File: src/rtl/enigma_pkg.sv
// Shared constants and helpers for the stepping Enigma engine: alphabet size,
// rotor type codes, notch positions, rotor/reflector wiring and mod-26 arithmetic.
package enigma_pkg;

  localparam int ALPHA = 26;

  localparam logic [1:0] ROTOR_I   = 2'd0;
  localparam logic [1:0] ROTOR_II  = 2'd1;
  localparam logic [1:0] ROTOR_III = 2'd2;

  // Type code 3 is unused and behaves as rotor III.
  localparam logic [4:0] NOTCH [4] = '{5'd16, 5'd4, 5'd21, 5'd21};

  localparam logic [4:0] WIRING [3][ALPHA] = '{
    '{5'd4, 5'd10, 5'd12, 5'd5, 5'd11, 5'd6, 5'd3, 5'd16, 5'd21, 5'd25, 5'd13, 5'd19, 5'd14,
      5'd22, 5'd24, 5'd7, 5'd23, 5'd20, 5'd18, 5'd15, 5'd0, 5'd8, 5'd1, 5'd17, 5'd2, 5'd9},
    '{5'd0, 5'd9, 5'd3, 5'd10, 5'd18, 5'd8, 5'd17, 5'd20, 5'd23, 5'd1, 5'd11, 5'd7, 5'd22,
      5'd19, 5'd12, 5'd2, 5'd16, 5'd6, 5'd25, 5'd13, 5'd15, 5'd24, 5'd5, 5'd21, 5'd14, 5'd4},
    '{5'd1, 5'd3, 5'd5, 5'd7, 5'd9, 5'd11, 5'd2, 5'd15, 5'd17, 5'd19, 5'd23, 5'd21, 5'd25,
      5'd13, 5'd24, 5'd4, 5'd8, 5'd22, 5'd6, 5'd0, 5'd10, 5'd12, 5'd20, 5'd18, 5'd16, 5'd14}
  };

  // Reflector B
  localparam logic [4:0] REFL_B [ALPHA] = '{
    5'd24, 5'd17, 5'd20, 5'd7, 5'd16, 5'd18, 5'd11, 5'd3, 5'd15, 5'd23, 5'd13, 5'd6, 5'd14,
    5'd10, 5'd12, 5'd8, 5'd4, 5'd1, 5'd5, 5'd25, 5'd2, 5'd22, 5'd21, 5'd9, 5'd0, 5'd19
  };

  // Returns {valid, index}; valid is set only for an exactly-one-hot letter.
  function automatic logic [5:0] onehot_to_idx(input logic [ALPHA-1:0] oh);
    logic [4:0] idx;
    idx = '0;
    for (int i = 0; i < ALPHA; i++) begin
      if (oh[i]) idx = 5'(i);
    end
    return {$onehot(oh), idx};
  endfunction

  function automatic logic [4:0] inc_mod26(input logic [4:0] x);
    return (x == 5'd25) ? 5'd0 : x + 5'd1;
  endfunction

  function automatic logic [4:0] add_mod26(input logic [4:0] a, input logic [4:0] b);
    logic [5:0] s;
    s = {1'b0, a} + {1'b0, b};
    return (s >= 6'd26) ? 5'(s - 6'd26) : s[4:0];
  endfunction

  function automatic logic [4:0] sub_mod26(input logic [4:0] a, input logic [4:0] b);
    return (a >= b) ? a - b : 5'(6'd26 + {1'b0, a} - {1'b0, b});
  endfunction

  function automatic int type_idx(input logic [1:0] t);
    return (t == 2'd3) ? 2 : int'(t);
  endfunction

  function automatic logic [4:0] rotor_fwd(input logic [1:0] t, input logic [4:0] x,
                                           input logic [4:0] p);
    return sub_mod26(WIRING[type_idx(t)][add_mod26(x, p)], p);
  endfunction

  function automatic logic [4:0] rotor_inv(input logic [1:0] t, input logic [4:0] x,
                                           input logic [4:0] p);
    logic [4:0] y;
    logic [4:0] j_hit;
    y = add_mod26(x, p);
    j_hit = '0;
    for (int j = 0; j < ALPHA; j++) begin
      if (WIRING[type_idx(t)][j] == y) j_hit = 5'(j);
    end
    return sub_mod26(j_hit, p);
  endfunction

  function automatic logic [4:0] reflect(input logic [4:0] x);
    return REFL_B[x];
  endfunction

endpackage

File: src/rtl/enigma_core.sv
// Combinational cipher path: fast rotor to slow rotor, reflector, then back
// through the inverse rotors. The plugboard is unwired (identity).
module enigma_core
  import enigma_pkg::*;
#(
  parameter int NUM_ROTORS = 3,
  parameter logic [2*NUM_ROTORS-1:0] ROTOR_TYPES = {2'd2, 2'd1, 2'd0}
) (
  input  logic [ALPHA-1:0]        letter,
  input  logic [5*NUM_ROTORS-1:0] pos_in,
  output logic [ALPHA-1:0]        letter_out
);

  logic [5:0] in_idx;
  logic [4:0] fwd [NUM_ROTORS+1];
  logic [4:0] bwd [NUM_ROTORS+1];

  assign in_idx = onehot_to_idx(letter);
  assign fwd[0] = in_idx[4:0];

  genvar gi;
  generate
    for (gi = 0; gi < NUM_ROTORS; gi++) begin : g_rotor
      assign fwd[gi+1] = rotor_fwd(ROTOR_TYPES[2*gi +: 2], fwd[gi], pos_in[5*gi +: 5]);
      assign bwd[gi]   = rotor_inv(ROTOR_TYPES[2*gi +: 2], bwd[gi+1], pos_in[5*gi +: 5]);
    end
  endgenerate

  assign bwd[NUM_ROTORS] = reflect(fwd[NUM_ROTORS]);

  // Illegal (non-one-hot) letters encipher to all-zero.
  assign letter_out = in_idx[5] ? (ALPHA'(1) << bwd[0]) : '0;

endmodule

File: src/rtl/enigma_stepper.sv
// Stepping Enigma engine with valid/ready in and out, two-stage pipeline,
// key load and sticky error. Optional letter counter: ENIGMA_LETTER_COUNT_EN.
module enigma_stepper
  import enigma_pkg::*;
#(
  parameter int NUM_ROTORS = 3,
  parameter logic [2*NUM_ROTORS-1:0] ROTOR_TYPES = {2'd2, 2'd1, 2'd0}
) (
  input  logic                    clk,
  input  logic                    rst,
  input  logic                    in_valid,
  output logic                    in_ready,
  input  logic [ALPHA-1:0]        in_letter,
  input  logic                    load,
  input  logic [5*NUM_ROTORS-1:0] load_pos,
  output logic                    out_valid,
  input  logic                    out_ready,
  output logic [ALPHA-1:0]        out_letter,
  output logic [5*NUM_ROTORS-1:0] pos,
  output logic                    err
`ifdef ENIGMA_LETTER_COUNT_EN
  ,
  output logic [31:0]             letter_cnt
`endif
);

  logic [5*NUM_ROTORS-1:0] pos_reg, a_pos_reg, pos_stepped, pos_loaded;
  logic [ALPHA-1:0]        a_letter_reg, out_letter_reg, core_out;
  logic                    a_valid_reg, out_valid_reg, err_reg, live_reg;
  logic [NUM_ROTORS-1:0]   do_step;
  logic                    b_adv, accept, in_legal;

  assign b_adv    = !out_valid_reg || out_ready;
  assign in_ready = live_reg && (!a_valid_reg || b_adv) && !load;
  assign accept   = in_valid && in_ready;
  assign in_legal = $onehot(in_letter);

  // Odometer stepping; all notch tests look at the pre-step positions.
  genvar gi;
  generate
    for (gi = 0; gi < NUM_ROTORS; gi++) begin : g_step
      logic [4:0] cur, ld;
      assign cur = pos_reg[5*gi +: 5];
      assign ld  = load_pos[5*gi +: 5];
      if (gi == 0) begin : g_fast
        assign do_step[gi] = 1'b1;
      end else begin : g_upper
        localparam logic [1:0] PTYPE = ROTOR_TYPES[2*(gi-1) +: 2];
        logic prev_notch, self_notch;
        assign prev_notch = (pos_reg[5*(gi-1) +: 5] == NOTCH[PTYPE]);
        if (gi <= NUM_ROTORS - 2) begin : g_middle
          localparam logic [1:0] TYPE = ROTOR_TYPES[2*gi +: 2];
          assign self_notch = (cur == NOTCH[TYPE]);
        end else begin : g_last
          assign self_notch = 1'b0;
        end
        assign do_step[gi] = prev_notch || self_notch;
      end
      assign pos_stepped[5*gi +: 5] = do_step[gi] ? inc_mod26(cur) : cur;
      assign pos_loaded[5*gi +: 5]  = (ld >= 5'd26) ? ld - 5'd26 : ld;
    end
  endgenerate

  enigma_core #(
    .NUM_ROTORS (NUM_ROTORS),
    .ROTOR_TYPES(ROTOR_TYPES)
  ) u_core (
    .letter    (a_letter_reg),
    .pos_in    (a_pos_reg),
    .letter_out(core_out)
  );

  always_ff @(posedge clk or posedge rst) begin
    if (rst) begin
      live_reg       <= 1'b0;
      pos_reg        <= '0;
      err_reg        <= 1'b0;
      a_valid_reg    <= 1'b0;
      a_letter_reg   <= '0;
      a_pos_reg      <= '0;
      out_valid_reg  <= 1'b0;
      out_letter_reg <= '0;
    end else begin
      live_reg <= 1'b1;
      if (load) begin
        pos_reg <= pos_loaded;
      end else if (accept && in_legal) begin
        pos_reg <= pos_stepped;
      end
      if (accept && !in_legal) begin
        err_reg <= 1'b1;
      end
      // Stage A snapshots the positions the letter is enciphered with.
      if (accept) begin
        a_valid_reg  <= 1'b1;
        a_letter_reg <= in_letter;
        a_pos_reg    <= in_legal ? pos_stepped : pos_reg;
      end else if (b_adv) begin
        a_valid_reg <= 1'b0;
      end
      if (b_adv) begin
        out_valid_reg <= a_valid_reg;
        if (a_valid_reg) begin
          out_letter_reg <= core_out;
        end
      end
    end
  end

`ifdef ENIGMA_LETTER_COUNT_EN
  logic [31:0] cnt_reg;
  always_ff @(posedge clk or posedge rst) begin
    if (rst) begin
      cnt_reg <= '0;
    end else if (load) begin
      cnt_reg <= '0;
    end else if (accept && in_legal && (cnt_reg != 32'hFFFF_FFFF)) begin
      cnt_reg <= cnt_reg + 32'd1;
    end
  end
  assign letter_cnt = cnt_reg;
`else
  // Letter counter not built.
`endif

  assign out_valid  = out_valid_reg;
  assign out_letter = out_letter_reg;
  assign pos        = pos_reg;
  assign err        = err_reg;

endmodule
File: config.mk
export PLATFORM = sky130hd
export DESIGN_NAME = enigma_stepper
export DESIGN_NICKNAME = d
export VERILOG_FILES = /design/src/rtl/enigma_pkg.sv /design/src/rtl/enigma_core.sv /design/src/rtl/enigma_stepper.sv
export SDC_FILE = /design/constraint.sdc
export NUM_CORES = 1
export LEC_CHECK = 0
export ABC_AREA = 1
export BUFFER_PORTS_ARGS = -buffer_cell sky130_fd_sc_hd__buf_4
export CAP_MARGIN = 0
export CORE_MARGIN = 2
export CORE_UTILIZATION = 55
export DETAILED_ROUTE_END_ITERATION = 8
export GPL_TIMING_DRIVEN = 0
export PLACE_DENSITY = 0.83
export SYNTH_ARGS = -nofsm -noshare
export SYNTH_HDL_FRONTEND = slang
export SYNTH_SLANG_ARGS = --single-unit
File: constraint.sdc
create_clock -name clk -period 65.7 [get_ports clk]
set_input_delay 16.425 -clock clk [delete_from_list [all_inputs] [get_ports clk]]
set_output_delay 16.425 -clock clk [all_outputs]
set_load 0.1 [all_outputs]
* Word level (Yosys, flattened, before mapping)
Memories as Yosys holds them, arrays and structs flattened.
Cells that the tools add are included.
** Operators by class
- Add/subtract/negate cells :: 86
- Magnitude comparators :: 19
- Equal/unequal tests :: 80
- Shift operators :: 1
- Multiplexer cells :: 134
- Bitwise logic cells :: 4
- Reductions and logical operators :: 17
** Operators by type and width (number)
- $mux W5 :: 68
- $eq A5 B5 Y1 const A :: 30
- $mux W4 :: 32
- $eq A4 B5 Y1 const A :: 24
- $add A5 B5 Y5 :: 13
- $sub A5 B5 Y5 :: 12
- $eq A3 B5 Y1 const A :: 11
- $add A1 B1 Y2 :: 26
- $mux W3 :: 16
- $mux W15 :: 3
- $sub A5 B5 Y5 const B :: 9
- $add A5 B5 Y6 :: 6
- $ge A6 B5 Y1 const B :: 6
- $add A5 B5 Y5 const A :: 6
- $eq A2 B5 Y1 const A :: 6
- $ge A5 B5 Y1 :: 6
- $mux W26 :: 1
- $shl A1 B5 Y26 const A :: 1
- $ge A6 B6 Y1 const B :: 4
- $not A5 Y6 :: 4
- $eq A5 B5 Y1 const B :: 4
- $add A2 B2 Y3 :: 6
- $mux W2 :: 8
- $add A5 B1 Y5 const B :: 3
- 14 further kinds :: 36
** Word-level totals
- Bits in registers :: 86
- Memory bits (read-only) :: 640
- Input port bits :: 46
- Output and inout port bits :: 44
- Memories kept :: 4
** Memory list
- (name not given) :: depth 32, bits a word 5, rd ports 1, clocked after Yosys merged registers in 0, wr ports 0, RTL line enigma_pkg.sv:59 : return sub_mod26(WIRING[type_idx(t)][add_mod26(x, p)], p);
- (name not given) :: depth 32, bits a word 5, rd ports 1, clocked after Yosys merged registers in 0, wr ports 0, RTL line enigma_pkg.sv:59
- (name not given) :: depth 32, bits a word 5, rd ports 1, clocked after Yosys merged registers in 0, wr ports 0, RTL line enigma_pkg.sv:59
- (name not given) :: depth 32, bits a word 5, rd ports 1, clocked after Yosys merged registers in 0, wr ports 0, RTL line enigma_pkg.sv:75 : return REFL_B[x];

* Longest topological paths before layout
- Word-level depth :: 157
- Depth in mapped cells :: 196
- Mapped depth without buffers :: 194

* Cells and area by module
A second synthesis with hierarchy kept.
** Unflattened totals
- Cells, all modules :: 1772
- Area, all modules :: 12589.6 um^2
** Modules (own cells, without submodules)
- enigma_core :: times used 1, cells an instance 1177, area each 7449.6 um^2, sequential area each 0.0 um^2
- enigma_stepper :: times used 1, cells an instance 595, area each 5139.9 um^2, sequential area each 2152.1 um^2

* Least setup slack after synthesis
Ideal clock, no wire load.
- Path type :: input-to-output
- From :: input load
- To :: output in_ready
- Arrival :: 17.223 ns
- Path slack :: 32.052 ns
- Cell stages on the path :: 3
- Buffers on the path :: 0
- Cells stage by stage :: clkinv_1 -> nand3_1 -> inv_1
** On the way
- Longest elaborated chain between the ends :: 2
** RTL lines
- from (decl) :: RTL line enigma_stepper.sv:14 : input logic load,
- $logic_not A1 Y1 :: RTL line enigma_stepper.sv:34 : assign in_ready = live_reg && (!a_valid_reg || b_adv) && !load;
- $logic_and A1 B1 Y1 :: RTL line enigma_stepper.sv:34
- to (decl) :: RTL line enigma_stepper.sv:12 : output logic in_ready,
No other way between the ends.

* Worst setup path after layout
Ends and elaborated chain as after synthesis.

==> qor.txt <==
crit share post-route: 51.3%
worst-margin pin slew: 0.590 ns
WHS Endpoint: err$_DFFE_PP0P_
unrepaired setup endpoints after global routing: false
FP Rows: 54
Final Hold Fails: 0
drt drc: 0
Worst R2R Path Depth: 161
Post-Layout Cell Count: 2013
Die Wd: 152 um
metal3 WL: 1670 um
HPWL Detailed: 23800 um
Seq cells post-synth: 86
Max-cap violations: 0
Cells after Synth: 1629
Synth Net Count: 1906
H-tree depth: 3
DR WL/cell: 14.5 um
Clock Pin Slew Worst Setup and Hold Paths: 0.06 ns
largest net degree at the start of global routing: 56
vias per cell: 5.45
Clock Sinks: 86
buffer count from post-CTS setup fixing: 0
post-synthesis xor/xnor area fraction: 5.28%
mux cell area share after synthesis: 0.334%
n_diodes: 0
Worst Clk Skew: 0.0101 ns
min cycle time layout: 33.67 ns
Synth Area in Adders: 28.1%
critical path arrival: 17.25 ns
worst path required time: 49.28 ns
Pre-Repair DR Iteration Count: 5
Synth-to-Final Area Change: 11.1%
HP Class: register to register
Critical Path Sink Type: output pin
Worst R2R Start: a_letter_reg[2]$_DFFE_PP0P_
Reg area: 2150 um^2
met2 wire len: 14500 um
CTS tree: done
Ys Warns: 0
Setup TNS: 0 ns
post-CTS resize count: 0
max frequency: 29.7 MHz
final setup violation count: 0
vias in the first global route: 11.0k
DR iter-0 viols: 630
average cell area after synthesis: 7.36 um^2
area of the multi-input gates: 8530 um^2
Overflow after GRT: 0
share of post-route cells with drive strength above 1: 11.7%
Post-Place Cells: 1999
IO buf count: 89
GPL Wtd Cong: 0.942
Vias: 11.0k
Hold Path Stages: 2
nets: 2007
Top Metal Used: met4
RR Endpoint: out_letter[6]$_DFFE_PP0P_
Clock Tree Root: clkbuf_16
Initial Util: 55.4%
min-delay src: err$_DFFE_PP0P_
Seq/Total Area, Yosys: 18.0%
Clock Tree Buf Depth: 2
kind of critical path: primary input to output pin
antenna viol nets, final: 0
fill count: 1888
first-pass GRT wire length: 49500 um
Global Route Usage Sum: 26.4%
unique cell type count in the Yosys netlist: 59
Final Max Slew Viols: 0
mapped cell area: 12000 um^2
IO Count: 90
# hold bufs at CTS: 0
Compound-Gate Fraction of Synth Area: 14.8%
Vert. Die Dim: 152 um
Num CTS Buffers: 9
CORE AREA: 21600 um^2
worst rel slew slack: 60.7%
Setup crit start kind: primary input
initial antenna violation count: 0
reg-to-reg setup timing slack: 38.85 ns
drt total wl: 29200 um
Crit Path Max Fanout: 9
Simple-Gate Fraction of Synth Area: 22.7%
full die area: 23000 um^2
clk_lat worst skew: 0.35 ns
main combinational cell family by area after synthesis: adder cells
Met1 Wirelength: 12300 um
run status: completed
-- routing by layer --
metal | vias to the layer above | track usage (%)
met5 | - | 0
met4 | 0 | 7.78
met3 | 59 | 3.47
met2 | 318 | 48.7
met1 | 5122 | 32.2
li1 | 5464 | -
-- cell usage after synthesis (all sizes together) --
| cell | count | area (um^2) |
|---|---|---|
| nor3b | 1 | 12.5 |
| fa | 63 | 1260 |
| xor2 | 37 | 354 |
| a32oi | 1 | 8.76 |
| o21ai | 135 | 724 |
| or3b | 1 | 8.76 |
| o22ai | 6 | 37.5 |
| nand3b | 9 | 80.1 |
| buf | 4 | 23.8 |
| nand2 | 348 | 1390 |
| or3 | 1 | 6.26 |
| or2 | 12 | 75.1 |
| a21o | 2 | 15.0 |
| a32o | 6 | 60.1 |
| nand4 | 24 | 150 |
| a31oi | 11 | 68.8 |
| clkinv | 2 | 12.5 |
| nor4 | 3 | 18.8 |
| o211ai | 27 | 208 |
| nor3 | 18 | 100 |
| ha | 168 | 2100 |
| nor2 | 116 | 505 |
| dfrtp | 86 | 2150 |
| o31ai | 6 | 45.0 |
| conb | 1 | 3.75 |
| o21a | 3 | 22.5 |
| a2bb2oi | 1 | 8.76 |
| mux2i | 4 | 40.0 |
| o21bai | 3 | 22.5 |
| a22oi | 1 | 7.51 |
| a21oi | 74 | 382 |
| xnor2 | 31 | 279 |
| o221ai | 13 | 114 |
| a221oi | 1 | 15.0 |
| nand3 | 70 | 375 |
| inv | 324 | 1220 |
| clkbuf | 12 | 45.0 |
| a211oi | 4 | 35.0 |
-- cell type report --
class | instances | area share (%)
clock buffer | 11 | 1.75
buffer | 16 | 0.517
clock inverter | 3 | 0.348
timing repair buffer | 90 | 5.23
tap | 280 | 2.63
multi-input combinational | 1201 | 64.1
sequential | 86 | 16.2
inverter | 326 | 9.27
-- through the flow --
step	hold WS, ns	area (um^2)	setup WS (ns)	utilization (%)
after CTS	0.482	13300	32.02	61.6
after detailed placement	0.466	13000	32.03	60.3
after floorplan	0.455	12000	32.05	-
after global placement	0.464	13000	32.03	60.1
final	0.474	13300	32.03	61.6
after global routing	0.496	13300	31.99	61.6
-- critical path, stage by stage --
cell,delay (ns)
buf_4,0.08
clkinv_1,0.27
nand3_1,0.18
inv_1,0.06
buf_4,0.23
-- cells by family after synthesis --
kind of cell	after synthesis
xor+xnor	68
other cells	1
flops	86
compound gates	294
simple gates	603
buf+inv	342
mux	4
fa+ha+maj	231
-- worst max-delay path by stage --
| stage | from | to | slack (ns) |
|---|---|---|---|
| after floorplan | load | in_ready | 32.05 |
| after global placement | load | in_ready | 32.03 |
| after detailed placement | load | in_ready | 32.03 |
| after CTS | load | in_ready | 32.02 |
| after global routing | load | in_ready | 31.99 |
| final | load | in_ready | 32.03 |
-- cell usage in the layout (no fill, tap or decap), drive strengths merged, types with 9 or more instances in the layout --
cell,Yosys,routed
fa,63,63
or2,12,12
o221ai,13,13
dfrtp,86,86
inv,324,325
a31oi,11,11
nor3,18,18
o211ai,27,27
clkbuf,12,23
a21oi,74,74
nand2,348,348
nor2,116,116
ha,168,168
nand4,24,24
nand3b,9,9
xor2,37,37
xnor2,31,31
nand3,70,70
buf,4,94
o21ai,135,135
Power is not shown: default switching activity piles up to over one toggle a cycle in this logic, so the estimate is an artifact.
